<file path="config.mk">
export PLATFORM = sky130hd
export DESIGN_NAME = vote_tally
export DESIGN_NICKNAME = d
export VERILOG_FILES = /design/src/rtl/vote_tally_pkg.sv /design/src/rtl/vote_tally.sv
export SDC_FILE = /design/constraint.sdc
export NUM_CORES = 1
export LEC_CHECK = 0
export BUFFER_PORTS_ARGS = -buffer_cell sky130_fd_sc_hd__buf_2
export CAP_MARGIN = 5
export CORE_AREA = 2 2 68 70
export CTS_CLUSTER_DIAMETER = 120
export CTS_CLUSTER_SIZE = 16
export DETAILED_ROUTE_END_ITERATION = 10
export DIE_AREA = 0 0 70 72
export PLACE_DENSITY = 0.62
export REMOVE_ABC_BUFFERS = 1
export SLEW_MARGIN = 20
export SYNTH_ARGS = -nofsm -noshare
export SYNTH_HDL_FRONTEND = slang
export SYNTH_SLANG_ARGS = --single-unit
</file>
<file path="constraint.sdc">
create_clock -name clk -period 6.68 [get_ports clk]
set_input_delay 0.668 -clock clk [delete_from_list [all_inputs] [get_ports clk]]
set_output_delay 0.668 -clock clk [all_outputs]
set_load 0.02 [all_outputs]
</file>
<file path="src/rtl/vote_tally_pkg.sv">
// Shared types and constants for the weighted shareholder vote tally.
package vote_tally_pkg;

    // Width of every share quantity (weights, accumulator, threshold).
    localparam int unsigned ShareW = 7;

    // Default shareholder weights in percent and the pass threshold.
    localparam int unsigned DefWeightA = 45;
    localparam int unsigned DefWeightB = 30;
    localparam int unsigned DefWeightC = 15;
    localparam int unsigned DefWeightD = 10;
    localparam int unsigned DefThresh  = 51;

    typedef enum logic {
        StCollect,
        StResult
    } state_e;

endpackage

</file>
<file path="src/rtl/vote_tally.sv">
// Weighted vote tally: collects four ordered votes (A, B, C, D), sums the
// yes-shares, and presents a pass/fail result until the consumer takes it.
module vote_tally
    import vote_tally_pkg::*;
#(
    parameter int unsigned W_A    = DefWeightA,
    parameter int unsigned W_B    = DefWeightB,
    parameter int unsigned W_C    = DefWeightC,
    parameter int unsigned W_D    = DefWeightD,
    parameter int unsigned THRESH = DefThresh
) (
    input  logic              clk,
    input  logic              rst_n,
    input  logic              vote_valid,
    input  logic              vote_bit,
    output logic              vote_ready,
    input  logic              abort,
    output logic              res_valid,
    input  logic              res_ready,
    output logic              res_pass,
    output logic [ShareW-1:0] res_shares,
    output logic [3:0]        res_mask,
    output logic [7:0]        ballot_count
);

    localparam int unsigned Total = W_A + W_B + W_C + W_D;
    localparam logic [ShareW-1:0] ThreshS = ShareW'(THRESH);

    // Parameter sanity: the sum must fit the share width and the threshold
    // must be reachable.
    if (Total > 127) begin : g_bad_total
        $error("vote_tally: weight sum %0d exceeds 127", Total);
    end
    if (THRESH > Total) begin : g_bad_thresh
        $error("vote_tally: THRESH %0d exceeds weight sum %0d", THRESH, Total);
    end

    state_e            state_q, state_d;
    logic [1:0]        idx_q, idx_d;
    logic [ShareW-1:0] acc_q, acc_d;
    logic [3:0]        mask_q, mask_d;
    logic              pass_q, pass_d;
    logic [7:0]        count_q, count_d;
    logic              live_q;
    logic [ShareW-1:0] weight;
    logic              accept;

    // Weight of the shareholder whose vote is expected next.
    always_comb begin
        weight = '0;
        unique case (idx_q)
            2'd0: weight = ShareW'(W_A);
            2'd1: weight = ShareW'(W_B);
            2'd2: weight = ShareW'(W_C);
            2'd3: weight = ShareW'(W_D);
        endcase
    end

    // live_q holds vote_ready low through reset and until the first clock edge.
    assign vote_ready = live_q && (state_q == StCollect);
    assign accept     = vote_valid && vote_ready;

    // Next-state: vote accumulation, result handshake and abort handling.
    always_comb begin
        state_d = state_q;
        idx_d   = idx_q;
        acc_d   = acc_q;
        mask_d  = mask_q;
        count_d = count_q;
        unique case (state_q)
            StCollect: begin
                if (abort) begin
                    // Abort wins over a simultaneous vote.
                    idx_d  = 2'd0;
                    acc_d  = '0;
                    mask_d = '0;
                end else if (accept) begin
                    if (vote_bit) begin
                        acc_d = acc_q + weight;
                    end
                    mask_d[2'd3 - idx_q] = vote_bit;
                    idx_d = idx_q + 2'd1;
                    if (idx_q == 2'd3) begin
                        state_d = StResult;
                    end
                end
            end
            StResult: begin
                if (abort || res_ready) begin
                    state_d = StCollect;
                    idx_d   = 2'd0;
                    acc_d   = '0;
                    mask_d  = '0;
                    // Abort drops the result without counting it.
                    if (!abort) begin
                        count_d = count_q + 8'd1;
                    end
                end
            end
            default: state_d = StCollect;
        endcase
        pass_d = (acc_d >= ThreshS);
    end

    // State register with asynchronous active-low reset.
    always_ff @(posedge clk or negedge rst_n) begin
        if (!rst_n) begin
            state_q <= StCollect;
            idx_q   <= 2'd0;
            acc_q   <= '0;
            mask_q  <= '0;
            pass_q  <= 1'b0;
            count_q <= 8'd0;
            live_q  <= 1'b0;
        end else begin
            state_q <= state_d;
            idx_q   <= idx_d;
            acc_q   <= acc_d;
            mask_q  <= mask_d;
            pass_q  <= pass_d;
            count_q <= count_d;
            live_q  <= 1'b1;
        end
    end

    assign res_valid    = (state_q == StResult);
    assign res_pass     = pass_q;
    assign res_shares   = acc_q;
    assign res_mask     = mask_q;
    assign ballot_count = count_q;

endmodule

</file>
After elaboration in Yosys (flattened, before gate mapping)
Index checks and enable logic that the tools add are counted.
Cells by class
  add/subtract/negate cells: 4
  order comparisons: 3
  eq/ne operators: 5
  multiplexer cells: 22
  bitwise logic cells: 2
  reduce and logical (&&, ||, !) cells: 7
Operator list (count)
  2-to-1 mux 7 bit: 4
  one-hot mux 7 bit (4 select lines): 1
  one-hot mux 7 bit (2 select lines): 1
  2-to-1 mux 4 bit: 3
  adder 8 x 1 -> 8 bit (second input constant): 1
  one-hot mux 4 bit (2 select lines): 1
  adder 7 bit: 1
  greater-or-equal comparator 7 x 6 -> 1 bit (second input constant): 1
  2-to-1 mux 2 bit: 3
  2-to-1 mux 1 bit: 5
  bitwise mux 4 bit: 1
  equality test 2 bit (second input constant): 2
  one-hot mux 2 bit (2 select lines): 1
  logical AND 1 bit: 3
  < comparator 2 x 3 -> 1 bit (second input constant): 1
  inequality test 3 bit (second input constant): 1
  AND reduction 3 bit: 1
  adder 2 x 1 -> 2 bit (second input constant): 1
  demux 1 bit (select 2 bit): 1
  equality test 2 x 1 -> 1 bit (second input constant): 1
  greater-or-equal comparator 2 x 1 -> 1 bit (second input constant): 1
  zero test 2 bit: 1
  inequality test 2 x 1 -> 1 bit (second input constant): 1
  inverter 1 bit: 2
  other kinds (4): 4
Word-level totals
  register bits: 24
  bits of input ports: 6
  logic and storage cells: 50

Depth between registers and ports, before layout
  word-level depth: 9
  gate-level depth with buffers: 11

Least setup slack after synthesis
OpenSTA, ideal clock, no wires.
  kind: reg-to-reg
  start point: register idx_q[0]
  end point: register pass_q (netlist: res_pass)
  setup time: 71 ps
  arrival: 2333 ps
  data required time: 6609 ps
  path slack: 4276 ps
  stages on the path, launching flop included: 12
  path buffers: 0
  clock period less this slack: 2404 ps
  path through: dfrtp_1 inv_1 ha_1 or2_2 ha_1 inv_1 fa_1 nand2b_1 a211oi_1 a211o_1 o211ai_1 nand4_1
On the way
  longest elaborated chain between the ends: 8
  elaborated cells between the ends (all ways): 11
Ends and longest elaborated chain
  start, declared: RTL line vote_tally.sv:39  | logic [1:0] idx_q, idx_d;
  start signal, assigned: RTL line vote_tally.sv:117  | idx_q <= idx_d;
  equality test 2 bit, or another cell as far along: RTL line vote_tally.sv:51  | unique case (idx_q)
  one-hot mux 7 bit (4 select lines) *: RTL line vote_tally.sv:51
  adder 7 bit *: RTL line vote_tally.sv:79  | acc_d = acc_q + weight;
  2-to-1 mux 7 bit *: RTL line vote_tally.sv:78  | if (vote_bit) begin
  2-to-1 mux 7 bit *: RTL line vote_tally.sv:77  | end else if (accept) begin
  2-to-1 mux 7 bit *: RTL line vote_tally.sv:72  | if (abort) begin
  one-hot mux 7 bit (2 select lines) *: RTL line vote_tally.sv:70  | unique case (state_q)
  greater-or-equal comparator 7 x 6 -> 1 bit *: RTL line vote_tally.sv:102  | pass_d = (acc_d >= ThreshS);
  named net pass_d: RTL line vote_tally.sv:42  | logic pass_q, pass_d;
  end signal, assigned: RTL line vote_tally.sv:120  | pass_q <= pass_d;
  end, declared: RTL line vote_tally.sv:42
Mark *: on every way through the listed nets, which the timed path passes. The rest lies on a longest branch. The select of a mux whose other input is x is not followed.
A chain may end at the register's enable or synchronous reset.

Worst setup path in the final report
Ends and elaborated chain as after synthesis.

==> out/metrics.cfg <==
[placed_design]
place_area_um2 = 1630
gp_congestion = 0.785
io_buffer_count = 27
place_inst = 218
hpwl_mm = 2.24

[clock_network]
postCtsSetupRepairBufs = 0
h-tree-depth = 1
cts_resized = 0
cts_tree = yes
postCtsHoldBufs = 0
cts_buffers = 3
clk_latency_ns = 0.27
cts.clk_slew.worst_paths_ns = 0.09
root_buffer = clkbuf_8
cts.path.max_buffers = 2
clock_sinks = 24

[pwr]
vdd_drop_max_mv = 0.0707
power.density_nw_per_um2 = 198
p_leak_nw = 0.892

[layout]
register_area_um2 = 601
multiInputGateArea_um2 = 800
drive_gt1_share_pct = 24.1
final_common_cell = buf_2
fin_area_um2 = 1700
num_antenna_cells = 0
finish.utilization_pct = 39.9
final_cells = 222
fillers = 434
area_growth_pct = 15.2
most-common-layout-cells = buf_2 (27), dfrtp_1 (24), nand2_1 (16)
nets = 190

[floorplan]
coreArea_um2 = 4260
die_area_um2 = 5040
die_x_um = 70
chipHeight_um = 72
fp-row-count = 24
boundaryPins = 28
initial_core_util_pct = 34.7

[synth]
synth_edf_count = 0
syn_area_um2 = 1480
ys_seq_area_share_pct = 40.6
synth_top_family_by_area = simple AND/OR/NAND/NOR gates
synth_compound_area_share_pct = 15.0
yosys_warnings = 0
synth-simple-area-share_pct = 18.6
synthCells = 144
ys.flop_type = dfrtp_1
ys_seq_elements = 24
synthMuxAreaShare_pct = 2.79
synth_fa_ha_area_share_pct = 11.5
synth_xor_area_share_pct = 5.93
synthArstFlopShare_pct = 100
synth.avg_cell_area_um2 = 10.3
synthDistinctLibCells = 45

[timing]
fin_tns_setup_ns = 0
period_needed_ns = 2.67
hold_viol = 0
maxSlewViolCount = 0
max_freq_mhz = 375
setup_viol_count_final = 0
skew_ns = 0.00196
final.period_utilization_pct = 39.9
relSlewSlack_pct = 60.7
holdWs_ns = 0.367
worstMarginPinSlew_ns = 0.589
rsz0062_at_grt = false

[global_route]
grt_pass1_wl_mm = 5.00
grt_max_degree = 25
antenna_found_initial = 0
grt_usage_pct = 12.2
gr-total-overflow = 0
grt_pass1_vias = 1080

[critical_path]
cp_max_fo = 5
path_class = flop to flop
cp.arrival_ns = 2.88
critPathRequiredTime_ns = 6.89
endpoint_kind = flop
start_kind = flop

[routing]
detail_route.wirelength_mm = 2.97
via_per_inst = 5.00
vias = 1109
drtIter0Drc = 50
drtAntennaViolNets = 0
drc = 0
drtPass1Iterations = 4
wl_per_cell_um = 13.4

[run_status]
status = complete, no violations

[min_path]
hold_path_class = primary input to asynchronous set/reset pin

[job]
drv_cap = 0

## critical path, stage by stage (launching register included)
cell and delay [ns]:
dfrtp_1 0.44, inv_1 0.12, ha_1 0.29, or2_2 0.33
ha_1 0.20, inv_1 0.07, fa_1 0.41, nand2b_1 0.16
a211oi_1 0.25, a211o_1 0.14, o211ai_1 0.09, nand4_1 0.10
## cell type report
class / count / share of cell area [%]
well taps: 52 / 3.82
flip-flops and latches: 24 / 35.3
clock buffers: 3 / 2.43
clock inverters: 1 / 1.76
repair buffers: 27 / 7.94
inverters: 8 / 1.76
multi-input cells: 107 / 47.0
## cell usage after synthesis (2+ instances only)
library cell	n	area, um^2
dfrtp_1	24	601
nand2_1	16	60.1
ha_1	12	150
inv_1	8	30.0
nor2_1	7	26.3
a21oi_1	6	30.0
nand3_1	6	30.0
xnor2_1	6	52.6
o21ai_0	5	25.0
nand2b_1	4	25.0
nand4_1	4	25.0
xor2_1	4	35.0
and3b_1	3	26.3
mux2i_1	3	30.0
a211oi_2	2	25.0
a21o_1	2	15.0
a31oi_1	2	12.5
o21a_1	2	15.0
or3_1	2	12.5
## per-stage QoR
step                      setup WS [ns]  power, mW
final                              4.01      0.338
after global routing               3.84      0.354
after CTS                          4.05      0.342
after detailed placement           4.09      0.212
after global placement             4.18      0.211
after floorplan                    4.28      0.193
## state kept, by name (all words and copies together) (netlist names)
name / flops
ballot_count: 8
res_shares: 7
res_mask: 4
idx_q: 2
live_q: 1
res_pass: 1
res_valid: 1
## metal layers
metal	share of wire, %	GRT usage [%]
met2	46	20.4
met5	0	0
met3	3.2	1.25
met1	48	15.7
met4	2.3	6.41
## worst paths after layout
check	slack (ns)	cells after the start	startpoint	endpoint
min in group clk	0.47	1	ballot_count[7]	ballot_count[7]
setup reg to reg	4.01	11	idx_q[0]	res_pass
hold reg to reg	0.47	1	ballot_count[7]	ballot_count[7]
setup / recovery	4.01	11	idx_q[0]	res_pass
hold / removal	0.37	1	rst_n	res_mask[1]
max in group asynchronous	5.96	1	rst_n	ballot_count[6]
## where the power goes
group / internal, mW / total (mW) / switching (mW) / leakage [nW]
logic: 0.0205 / 0.0536 / 0.0330 / 0.526
registers: 0.150 / 0.155 / 0.00537 / 0.330
clock network: 0.0802 / 0.129 / 0.0484 / 0.0357
## cell families (layout without fill, tap and decap cells)
| logic type | count (synthesis) | count (layout) |
|---|---|---|
| compound gates | 29 | 29 |
| simple gates | 50 | 50 |
| buf+inv | 13 | 39 |
| xor+xnor | 10 | 10 |
| mux | 4 | 4 |
| fa+ha+maj | 13 | 13 |
| flops | 24 | 24 |
| other cells | 1 | 1 |
No activity file was read; power rests on OpenSTA's default activity.
